[src/rtl/arb_pkg.sv]
// arb_pkg: shared state encoding and default sizing for the round-robin resource arbiter
package arb_pkg;
    typedef enum logic [1:0] {IDLE, GRANT, WAIT, RELEASE} arb_state_e;
    localparam int N_REQ_DEF = 4;
    localparam int TIMEOUT_DEF = 16;
endpackage

[src/rtl/rr_pick.sv]
// rr_pick: combinational round-robin winner select (rotate, lowest-set pick, rotate back)
module rr_pick #(
    parameter int N_REQ = 4,
    parameter int IW = $clog2(N_REQ)
) (
    input  logic [N_REQ-1:0] req,
    input  logic [IW-1:0]    ptr,
    output logic [N_REQ-1:0] onehot,
    output logic [IW-1:0]    idx,
    output logic             any
);
    logic [N_REQ-1:0] rot, pick;
    always_comb begin
        rot = N_REQ'({req, req} >> ptr);
        pick = rot & (~rot + 1'b1);
        onehot = N_REQ'({pick, pick} >> (N_REQ - int'(ptr)));
        any = |req;
        idx = '0;
        for (int i = 0; i < N_REQ; i++)
            if (onehot[i]) idx = IW'(i);
    end
endmodule

[src/rtl/rr_resource_arb.sv]
// rr_resource_arb: round-robin sequencer granting one requester the shared resource with a watchdog
module rr_resource_arb
    import arb_pkg::*;
#(
    parameter int N_REQ = N_REQ_DEF,
    parameter int TIMEOUT = TIMEOUT_DEF,
    parameter int CNT_W = 32
) (
    input  logic             clk_top,
    input  logic             reset_n,
    input  logic [N_REQ-1:0] req,
    output logic [N_REQ-1:0] grant,
    output logic             res_start,
    input  logic             res_done,
    output logic             timeout_err,
    output logic             busy,
    output logic [CNT_W-1:0] done_cnt
);
    localparam int IW = $clog2(N_REQ);
    localparam int TW = $clog2(TIMEOUT);
    arb_state_e state, nxt;
    logic [N_REQ-1:0] pick_oh;
    logic [IW-1:0] pick_idx, ptr, win;
    logic any, to_flag, expired;
    logic [TW-1:0] timer;

    rr_pick #(.N_REQ(N_REQ), .IW(IW)) u_pick (
        .req(req), .ptr(ptr), .onehot(pick_oh), .idx(pick_idx), .any(any)
    );

    assign expired = timer == TW'(TIMEOUT - 1);

    always_ff @(posedge clk_top)
        state <= !reset_n ? IDLE : nxt;

    always_comb begin
        nxt = state;
        case (state)
            IDLE:    nxt = any ? GRANT : IDLE;
            GRANT:   nxt = res_done ? RELEASE : WAIT;
            WAIT:    nxt = (res_done || expired) ? RELEASE : WAIT;
            RELEASE: nxt = IDLE;
            default: nxt = IDLE;
        endcase
    end

    always_comb begin
        res_start = state == GRANT;
        busy = state != IDLE;
        timeout_err = state == RELEASE && to_flag;
    end

    always_ff @(posedge clk_top) begin
        if (!reset_n) begin
            grant <= '0;
            win <= '0;
            ptr <= '0;
            timer <= '0;
            to_flag <= 1'b0;
            done_cnt <= '0;
        end else begin
            if (state == IDLE && any) begin
                grant <= pick_oh;
                win <= pick_idx;
            end else if (nxt == RELEASE) begin
                grant <= '0;
            end
            timer <= state == WAIT ? timer + 1'b1 : '0;
            // done takes precedence over an expiring watchdog in the same cycle
            to_flag <= state == WAIT && !res_done && expired;
            if ((state == GRANT || state == WAIT) && res_done && done_cnt != '1)
                done_cnt <= done_cnt + 1'b1;
            if (state == RELEASE)
                ptr <= win == IW'(N_REQ - 1) ? '0 : win + 1'b1;
        end
    end

    a_grant_onehot: assert property (@(posedge clk_top) disable iff (!reset_n) $onehot0(grant));
    a_start_state:  assert property (@(posedge clk_top) disable iff (!reset_n) res_start |-> state == GRANT);
    a_grant_busy:   assert property (@(posedge clk_top) disable iff (!reset_n) (grant != '0) |-> busy);
endmodule

[config.mk]
export PLATFORM = sky130hd
export DESIGN_NAME = rr_resource_arb
export DESIGN_NICKNAME = d
export VERILOG_FILES = /design/src/rtl/arb_pkg.sv /design/src/rtl/rr_pick.sv /design/src/rtl/rr_resource_arb.sv
export SDC_FILE = /design/constraint.sdc
export NUM_CORES = 1
export LEC_CHECK = 0
export CORE_ASPECT_RATIO = 0.5
export CORE_MARGIN = 10
export CORE_UTILIZATION = 40
export DETAILED_ROUTE_END_ITERATION = 7
export PLACE_DENSITY_LB_ADDON = 0.08
export SYNTH_ARGS = -nofsm -noshare
export SYNTH_HDL_FRONTEND = slang
export SYNTH_HIERARCHICAL = 1
export SYNTH_SLANG_ARGS = --single-unit
export TNS_END_PERCENT = 100
[constraint.sdc]
create_clock -name clk_top -period 3.2 [get_ports clk_top]
set_clock_uncertainty 0.15 [all_clocks]
set_input_delay 0.8 -clock clk_top [delete_from_list [all_inputs] [get_ports clk_top]]
set_output_delay 0.8 -clock clk_top [all_outputs]
set_load 0.01 [all_outputs]
### Word-level counts from Yosys, hierarchy flattened

Cells that the tools add are included.

* register bits after elaboration: 47
* latch bits: 0
* bits in writable memories: 0
* bits in read-only memories: 0
* bits of input ports: 7
* output and inout bits: 39
* word-level logic and storage cells: 47
* memories: 0

* add/sub/neg operators: 5
* $mul: 0
* div/mod/pow operators: 0
* $lt $le $gt $ge: 0
* eq/ne operators: 7
* shifts and indexed selects: 2
* mux-type cells: 10
* bitwise gates (word level): 2
* reductions and logical operators: 14

Operator list (number)
* 32-bit by 1-bit adder with 32-bit output, second input constant: 1
* 32-bit != test, second input constant: 1
* 8-bit by 32-bit >> shifter with 4-bit output: 1
* 4-bit by 1-bit adder with 4-bit output, second input constant: 2
* 2-bit equality test, second input constant: 4
* 4-bit 2-to-1 mux: 2
* 2-bit one-hot mux with 4 select lines: 1
* 8-bit by 2-bit >> shifter with 4-bit output: 1
* 1-bit logical AND: 6
* 2-bit 2-to-1 mux: 3
* 4-bit bitwise AND: 1
* 4-bit equality test, second input constant: 1
* 1-bit 2-to-1 mux: 4
* 4-bit inverter: 1
* 2-bit nonzero test: 2
* 4-bit OR reduction: 1
* 3-bit by 2-bit subtractor with 4-bit output, first input constant: 1
* 2-bit by 1-bit adder with 2-bit output, second input constant: 1
* 2-bit by 1-bit equality test with 1-bit output, second input constant: 1
* 2-bit logical NOT: 1
* 1-bit logical OR: 2
* 2-bit AND reduction: 1
* 1-bit logical NOT: 1

### Depth between registers and ports, before layout

Gate-level depths: netlist of the first run.

* depth after elaboration: 8
* depth in mapped cells: 9
* gate-level depth less buffers: 8

### Hierarchy

Netlist of the first run, hierarchy kept.

Modules (own cells, without submodules)
* rr_resource_arb: instances 1, cells each 264, area each 2346.0 sq um, seq. area each 940.9 sq um
* rr_pick: instances 1, cells each 48, area each 315.3 sq um, seq. area each 0.0 sq um

### Worst setup path before layout of the first run

OpenSTA, ideal clock, no wires.

* path kind: input to register
* from: input res_done
* to: register done_cnt[31]
* setup time: 0.128 ns
* arrival: 1.823 ns
* required time: 2.922 ns
* path slack: 1.099 ns
* stages on the path: 6
* path buffers: 1
* path through: and4_1 -> nand4_4 -> buf_6 -> nor4_1 -> xnor2_1 -> nor2_1

* longest elaborated chain between the ends: 2

RTL lines
* start, declared: line rr_resource_arb.sv:14 `input logic res_done,`
* 1-bit logical AND (2 in a row): line rr_resource_arb.sv:71 `if ((state == GRANT || state == WAIT) && res_done && done_cnt != '1)`
* end signal, assigned: line rr_resource_arb.sv:72 `done_cnt <= done_cnt + 1'b1;`
* end, declared: line rr_resource_arb.sv:17 `output logic [CNT_W-1:0] done_cnt`

No other way between the ends.
A chain may end at the register's enable or synchronous reset.

### Final worst setup path of the first run

* from: register state[0]
* to: output busy

* longest elaborated chain between the ends: 1

RTL lines
* start, declared: line rr_resource_arb.sv:21 `arb_state_e state, nxt;`
* start signal, assigned: line rr_resource_arb.sv:34 `state <= !reset_n ? IDLE : nxt;`
* 2-bit nonzero test: line rr_resource_arb.sv:49 `busy = state != IDLE;`
* end, declared: line rr_resource_arb.sv:16 `output logic busy,`

No other way between the ends.

==> impl_results.rst, run 1 <==
.. list-table::
   :header-rows: 1

   * - Metric
     - Value
   * - Result of the run
     - complete, no violations
   * - Die outline height
     - 77.7 um
   * - Post-place setup slack
     - 373 ps
   * - Library cell appearing most often on the critical path
     - sky130_fd_sc_hd__inv_1
   * - Die width
     - 135 um
   * - Routing usage on met1
     - 15.7%
   * - Post-DP HPWL
     - 4870 um
   * - Maximum fanout along the worst path
     - 4
   * - Number of non-filler instances in the completed layout
     - 440
   * - Shortest period the worst path allows
     - 2550 ps
   * - DP Cell Count
     - 433
   * - Share of total power in combinational logic
     - 17.1%
   * - Clock network power share
     - 36.4%
   * - Portion of the post-synthesis area used by sequential elements
     - 35.4%
   * - Number of nets in the synthesized netlist
     - 328
   * - Ys flop type
     - sky130_fd_sc_hd__dfxtp_1
   * - Worst flop-to-flop path startpoint
     - state[0]$_SDFF_PN0_
   * - Wire per inst
     - 14.8 um
   * - Yosys warnings
     - 6
   * - Routed WL
     - 6490 um
   * - Number of hold buffers added after cts
     - 0
   * - Arrival @ worst endpoint
     - 1600 ps
   * - Site Rows
     - 20
   * - Number of endpoints failing setup at the final stage
     - 0
   * - Number of nets in the finished design
     - 368
   * - Library cell contributing the largest single delay on the critical path
     - sky130_fd_sc_hd__clkdlybuf4s50_1
   * - Die area
     - 10500 um2
   * - Hold Path Class
     - flip-flop to flip-flop
   * - Global route total overflow
     - 0
   * - Number of enable-type register cells in the synthesized netlist
     - 0
   * - Worst Setup SP
     - state[0]$_SDFF_PN0_
   * - Maximum vdd ir drop
     - 0.202 mV
   * - DR vias
     - 2378
   * - Final Wtd Congestion
     - 0.836
   * - Cell depth of the worst setup path
     - 4
   * - Switching Fraction
     - 26.1%
   * - Effective utilization at floorplan
     - 42.5%
   * - Number of antenna-violating nets in the routed design
     - 0
   * - Part of the total power dissipated in sequential elements
     - 46.4%
   * - Gate count of the mapped netlist
     - 312
   * - Total clock buffers created by CTS
     - 5
   * - Worst Hold Launch
     - timer[0]$_SDFF_PN0_
   * - Pins Over Slew Limit
     - 0
   * - Cell Pwr Density
     - 419 nW/um2
   * - Unrepaired setup endpoints after global routing
     - no
   * - Antenna fix cells
     - 0
   * - Critical path data required time
     - 2250 ps
   * - Reg2Reg Setup Slack
     - 920 ps
   * - Setup WS post-layout
     - 648 ps
   * - Met3 demand-to-capacity share in global routing
     - 3.92%
   * - Core Region
     - 6260 um2
   * - Most used cells in the layout excluding fill and tap cells
     - sky130_fd_sc_hd__dfxtp_1 (47), sky130_fd_sc_hd__clkdlybuf4s50_1 (45), sky130_fd_sc_hd__nand2_1 (37)
   * - Antenna violations before repair
     - 0
   * - Violation count after the first detailed-route iteration
     - 94
   * - Reported max-cap violation count
     - 0
   * - # resized after CTS
     - 0
   * - Final critical-path share of the clock period
     - 79.7%
   * - Mapped Area
     - 2660 um2
   * - Max Fclk
     - 392 MHz
   * - Setup TNS
     - 0 ps
   * - Worst path cell trace
     - inv_1, ha_1, inv_1, clkdlybuf4s50_1
   * - Static leakage power
     - 1.20 nW
   * - Drc violations
     - 0
   * - Largest net degree at the start of global routing
     - 26
   * - Commonest non-fill, non-tap cell in the layout
     - sky130_fd_sc_hd__dfxtp_1
   * - Count of pins on the block boundary
     - 46
   * - Critical path startpoint category
     - flip-flop
   * - Clock transition at the registers of the reported paths
     - 60 ps
   * - Buffers inserted by post-CTS timing repair
     - 0
   * - Synthesis-to-layout area growth
     - 24.2%
   * - Hold Fails Final Rpt
     - 0
   * - Number of vias per cell
     - 5.40
   * - Critical R2R Capture
     - done_cnt[23]$_SDFFE_PN0P_
   * - CTS HTree Levels
     - 2
   * - Synthesized area per cell
     - 8.53 um2
   * - Clock Sink Count
     - 47
   * - Last element of the critical path
     - busy
   * - Share of final-layout standard cells stronger than drive strength 1
     - 6.53%
   * - GRT busiest layer
     - met2
   * - TritonCTS clock tree
     - done
   * - Worst max-slew margin expressed relative to the limit
     - 60.6%
   * - Router iterations before antenna repair
     - 4
   * - Number of input and output port buffers inserted
     - 45
   * - Clock latency on the worst-skew pair
     - 280 ps
   * - Clock tree root driver cell
     - sky130_fd_sc_hd__clkbuf_16
   * - Vias in the first global route
     - 2309
   * - Number of cells traversed by the worst register-to-register path
     - 7
   * - Count of cell types in the netlist
     - 56
   * - Int Power
     - 0.00102 W
   * - Overall Global Routing Usage
     - 12.5%
   * - Switching Power
     - 0.000361 W
   * - Async set-or-reset flop fraction in the synthesized netlist
     - 0%
   * - CP bufs+invs
     - 3
   * - First-pass GRT wire length
     - 11300 um
   * - #FFs+latches synth
     - 47
   * - GR Util met2
     - 20.8%
   * - Maximum number of buffers from clock root to sink
     - 2
   * - Crit Path Category
     - flip-flop to output port
   * - Crit-path leading delay family
     - buffers and inverters
   * - Slowest Stage Delay on Critical Path
     - 530 ps
   * - Critical Path End Type
     - output port
   * - Least-Margin Pin Slew
     - 587 ps
## how the worst min path moves through the flow
stage,end,cells after the start
3_3_place_gp,timer[0]$_SDFF_PN0_,1
3_5_place_dp,timer[0]$_SDFF_PN0_,1
6_report,timer[0]$_SDFF_PN0_,1
2_1_floorplan,timer[0]$_SDFF_PN0_,1
5_1_grt,timer[0]$_SDFF_PN0_,1
4_1_cts,timer[0]$_SDFF_PN0_,1
## worst register-to-register path, delay by kind of cell (launching register included)
kind                       cells  cell delay [ps]
adders and majority gates      1              370
buffers and inverters          1              100
AOI/OAI and AO/OA              2              370
and+or+nand+nor                3              810
DFF                            1              360
## cells by family (layout without fill, tap and decap cells)
logic type                 Yosys count  in the layout  share of synthesized area, %
AOI/OAI and AO/OA                   47             47                          13.3
DFF                                 47             47                          35.4
and+or+nand+nor                    153            153                          32.1
buffers and inverters               25             65                          4.37
xor gates and xnor gates            20             20                          6.58
muxes                               11             11                          4.14
adders and majority gates            9              9                          4.23
## state kept, by name (all words and copies together) (netlist names)
register,flops
grant,4
done_cnt,32
timer,4
state,2
to_flag,1
win,2
ptr,2
## through the flow
| step | total power [W] | hold slack [ps] | cell area (um2) | util (%) |
|---|---|---|---|---|
| 2_1_floorplan | 0.000801 | 268 | 2660 | - |
| 3_3_place_gp | 0.000887 | 276 | 3160 | 50.5 |
| 3_5_place_dp | 0.000892 | 297 | 3160 | 50.5 |
| 4_1_cts | 0.00140 | 306 | 3310 | 52.8 |
| 5_1_grt | 0.00146 | 336 | 3310 | 52.8 |
| 6_report | 0.00138 | 300 | 3310 | 52.8 |
## routing by layer
layer,up-vias,share of wire [%]
li1,1205,-
met1,1125,47
met2,44,47
met3,4,5.5
met4,0,0.52
met5,-,0
## power by group through the flow
stage	clock network (W)	logic, W	registers (W)
floorplan	0	0.000150	0.000650
detailed placement	0	0.000237	0.000656
global placement	0	0.000233	0.000654
global route	0.000546	0.000267	0.000648
CTS	0.000518	0.000239	0.000643
finish	0.000504	0.000237	0.000643
## cell type report
type,instances,area (um2)
clock buffers,6,139
flip-flops and latches,47,941
inverters,11,41.3
fillers,590,2950
repair buffers,47,465
clock inverters,1,5.00
multi-input cells,240,1600
well taps,88,110
## cells in the mapped netlist, drive strengths merged, types with 2 or more instances
master	number	share of area [%]
nor4	7	1.6
nand2	37	5.2
clkbuf	6	0.89
dfxtp	47	35
or3b	2	0.66
nor4b	2	0.66
a22o	4	1.3
o211a	2	0.75
and2	4	0.94
nor3b	3	1.2
inv	11	1.6
a21oi	6	1.3
o311ai	2	0.66
xor2	4	1.3
and4	10	3.5
nor3	5	1.1
xnor2	16	5.3
buf	8	1.9
and3	8	1.9
nand2b	9	2.1
nor2	32	4.5
a211oi	7	2.4
ha	9	4.2
o221ai	2	0.66
o211ai	3	0.85
nand4	12	3.4
nand3	16	3.0
o21ai	11	2.1
mux2i	11	4.1
o31ai	2	0.56
Power figures use the tool's default switching activity.
==> run 2: changes to the inputs <==
Clock period 3.2 ns to 2.4 ns, I/O delays scaled along.
==> run 2 against run 1 <==
Via count grew 3.1%. Sequential cell count is the same. Register-to-register slack lost 710 ps. Clock power grew 34%. Worst hold slack gained 19 ps. Critical endpoint is now timeout_err. Largest power group unchanged.
==> impl_results.rst, run 2 (same netlist as run 1, synthesis figures left out) <==
.. list-table::
   :header-rows: 1

   * - Metric
     - Value
   * - Global route total overflow
     - 0 (unchanged)
   * - CTS HTree Levels
     - 2 (unchanged)
   * - Site Rows
     - 20 (unchanged)
   * - Share of final-layout standard cells stronger than drive strength 1
     - 11.3% (+4.8 points)
   * - Die outline height
     - 77.7 um (unchanged)
   * - Crit Path Category
     - flip-flop to output port
   * - Largest net degree at the start of global routing
     - 19 (-27%)
   * - Most used cells in the layout excluding fill and tap cells
     - sky130_fd_sc_hd__dfxtp_1 (47), sky130_fd_sc_hd__clkdlybuf4s50_1 (44), sky130_fd_sc_hd__nand2_1 (37)
   * - Maximum vdd ir drop
     - 0.298 mV (+48%)
   * - Max Fclk
     - 436 MHz
   * - Maximum number of buffers from clock root to sink
     - 2 (unchanged)
   * - Wire per inst
     - 15.1 um (+2.2%)
   * - Largest register FFs
     - 32 (unchanged)
   * - Post-DP HPWL
     - 5250 um (+7.8%)
   * - Antenna fix cells
     - 0 (unchanged)
   * - Overall Global Routing Usage
     - 13.3% (+0.73 points)
   * - Total clock buffers created by CTS
     - 5 (unchanged)
   * - First-pass GRT wire length
     - 11700 um (+3.5%)
   * - TritonCTS clock tree
     - done
   * - Number of antenna-violating nets in the routed design
     - 0 (unchanged)
   * - Pins Over Slew Limit
     - 0 (unchanged)
   * - Area used by multi-input combinational logic
     - 1610 um2 (+0.16%)
   * - Clock tree root driver cell
     - sky130_fd_sc_hd__clkbuf_16
   * - Die area
     - 10500 um2 (unchanged)
   * - Post-Layout Inst Area
     - 3450 um2 (+4.3%)
   * - Clock latency on the worst-skew pair
     - 290 ps (about the same)
   * - DR vias
     - 2451 (+3.1%)
   * - Registers with the most flip-flops
     - done_cnt x32, grant x4, timer x4
   * - Part of the total power dissipated in sequential elements
     - 44.5% (-1.9 points)
   * - Shortest period the worst path allows
     - 2290 ps
   * - Static leakage power
     - 1.30 nW (+8.2%)
   * - Result of the run
     - complete, no violations
   * - Antenna violations before repair
     - 0 (unchanged)
   * - Maximum fanout along the worst path
     - 3 (-1)
   * - Commonest non-fill, non-tap cell in the layout
     - sky130_fd_sc_hd__dfxtp_1
   * - Critical path data required time
     - 1650 ps (-600 ps)
   * - Utilization after layout
     - 55.1% (+2.3 points)
   * - Reported max-cap violation count
     - 0 (unchanged)
   * - Hold Fails Final Rpt
     - 0 (unchanged)
   * - Share of total power in combinational logic
     - 20.0% (+2.9 points)
   * - Fill cell instance count of the final layout
     - 598 (+1.4%)
   * - Worst max-slew margin expressed relative to the limit
     - 68.1% (+7.5 points)
   * - Register name with the most flops
     - done_cnt
   * - Arrival @ worst endpoint
     - 1540 ps (-60 ps)
   * - Least-Margin Pin Slew
     - 474 ps (-113 ps)
   * - Switching Power
     - 0.000514 W (+43%)
   * - Clock Sink Count
     - 47 (unchanged)
   * - Router iterations before antenna repair
     - 4 (unchanged)
   * - Number of input and output port buffers inserted
     - 45 (unchanged)
   * - Number of nets in the finished design
     - 387 (+5.2%)
   * - Vias in the first global route
     - 2338 (+1.3%)
   * - Number of vias per cell
     - 5.33 (-1.4%)
   * - Dpl cell area
     - 3300 um2 (+4.5%)
   * - Die width
     - 135 um (unchanged)
   * - Switching Fraction
     - 27.2% (+1.1 points)
   * - Number of hold buffers added after cts
     - 0 (unchanged)
   * - Critical Path End Type
     - output port
   * - Hold Path Class
     - flip-flop to flip-flop
   * - Count of pins on the block boundary
     - 46 (unchanged)
   * - Final critical-path share of the clock period
     - 95.5%
   * - Violation count after the first detailed-route iteration
     - 116 (+23%)
   * - Drc violations
     - 0 (unchanged)
   * - Core Region
     - 6260 um2 (unchanged)
   * - Register cell area after layout
     - 941 um2 (unchanged)
   * - Setup TNS
     - 0 ps (unchanged)
   * - Effective utilization at floorplan
     - 42.5% (unchanged)
   * - Cell Pwr Density
     - 549 nW/um2 (+31%)
   * - Synthesis-to-layout area growth
     - 29.5%
   * - # resized after CTS
     - 0 (unchanged)
   * - Clock transition at the registers of the reported paths
     - 60 ps (about the same)
   * - Unrepaired setup endpoints after global routing
     - no
   * - Buffers inserted by post-CTS timing repair
     - 0 (unchanged)
   * - Clock network power share
     - 35.6% (-0.8 points)
   * - Final Wtd Congestion
     - 0.850 (+1.6%)
   * - Number of endpoints failing setup at the final stage
     - 0 (unchanged)
   * - Critical path startpoint category
     - flip-flop
   * - Int Power
     - 0.00138 W (+35%)
   * - Routed WL
     - 6940 um (+6.9%)
[run 2: path summary, 6_finish.rpt]
| kind | from | end | slack (ps) | cells after the start |
|---|---|---|---|---|
| setup / recovery | state[0]$_SDFF_PN0_ | timeout_err | 110 | 3 |
| hold / removal | win[1]$_SDFFE_PN0P_ | win[1]$_SDFFE_PN0P_ | 320 | 2 |
| setup reg to reg | state[0]$_SDFF_PN0_ | done_cnt[15]$_SDFFE_PN0P_ | 210 | 8 |
| hold reg to reg | win[1]$_SDFFE_PN0P_ | win[1]$_SDFFE_PN0P_ | 320 | 2 |
[run 2: power groups by stage]
stage / Sequential [W] / Combinational (W) / Clock, W
after global placement: 0.000856 / 0.000376 / 0
after detailed placement: 0.000859 / 0.000382 / 0
after CTS: 0.000841 / 0.000384 / 0.000691
after floorplan: 0.000867 / 0.000201 / 0
final: 0.000842 / 0.000378 / 0.000674
after global routing: 0.000847 / 0.000424 / 0.000723
[run 2: per-layer routing]
layer	up-vias	share of wire (%)	global-route usage (%)
met3	5	5.5	4.69
met5	-	0	0
met2	43	47	21.5
li1	1243	-	-
met4	0	0.52	2.78
met1	1160	47	16.6
[run 2: area by class of cell]
type                            instances  share of cell area (%)
Sequential cell                        47                    27.3
Clock inverter                          1                   0.145
Inverter                               11                    1.20
Timing Repair Buffer                   66                    17.7
Tap cell                               88                    3.19
Clock buffer                            7                    3.85
Multi-Input combinational cell        240                    46.6
[run 2: through the flow]
stage / setup WS (ps) / hold WS (ps) / cells / total power (W)
floorplan: 369 / 268 / 312 / 0.00107
global placement: -62.9 / 280 / 452 / 0.00123
detailed placement: -114 / 304 / 452 / 0.00124
CTS: 40.6 / 322 / 460 / 0.00192
global route: 13.3 / 339 / 460 / 0.00199
finish: 109 / 319 / 460 / 0.00189
[run 2: critical path, stage by stage, from the launching register on]
cell and delay [ps]:
sky130_fd_sc_hd__dfxtp_1 360, sky130_fd_sc_hd__ha_2 240, sky130_fd_sc_hd__and2_1 130, sky130_fd_sc_hd__clkdlybuf4s50_1 530
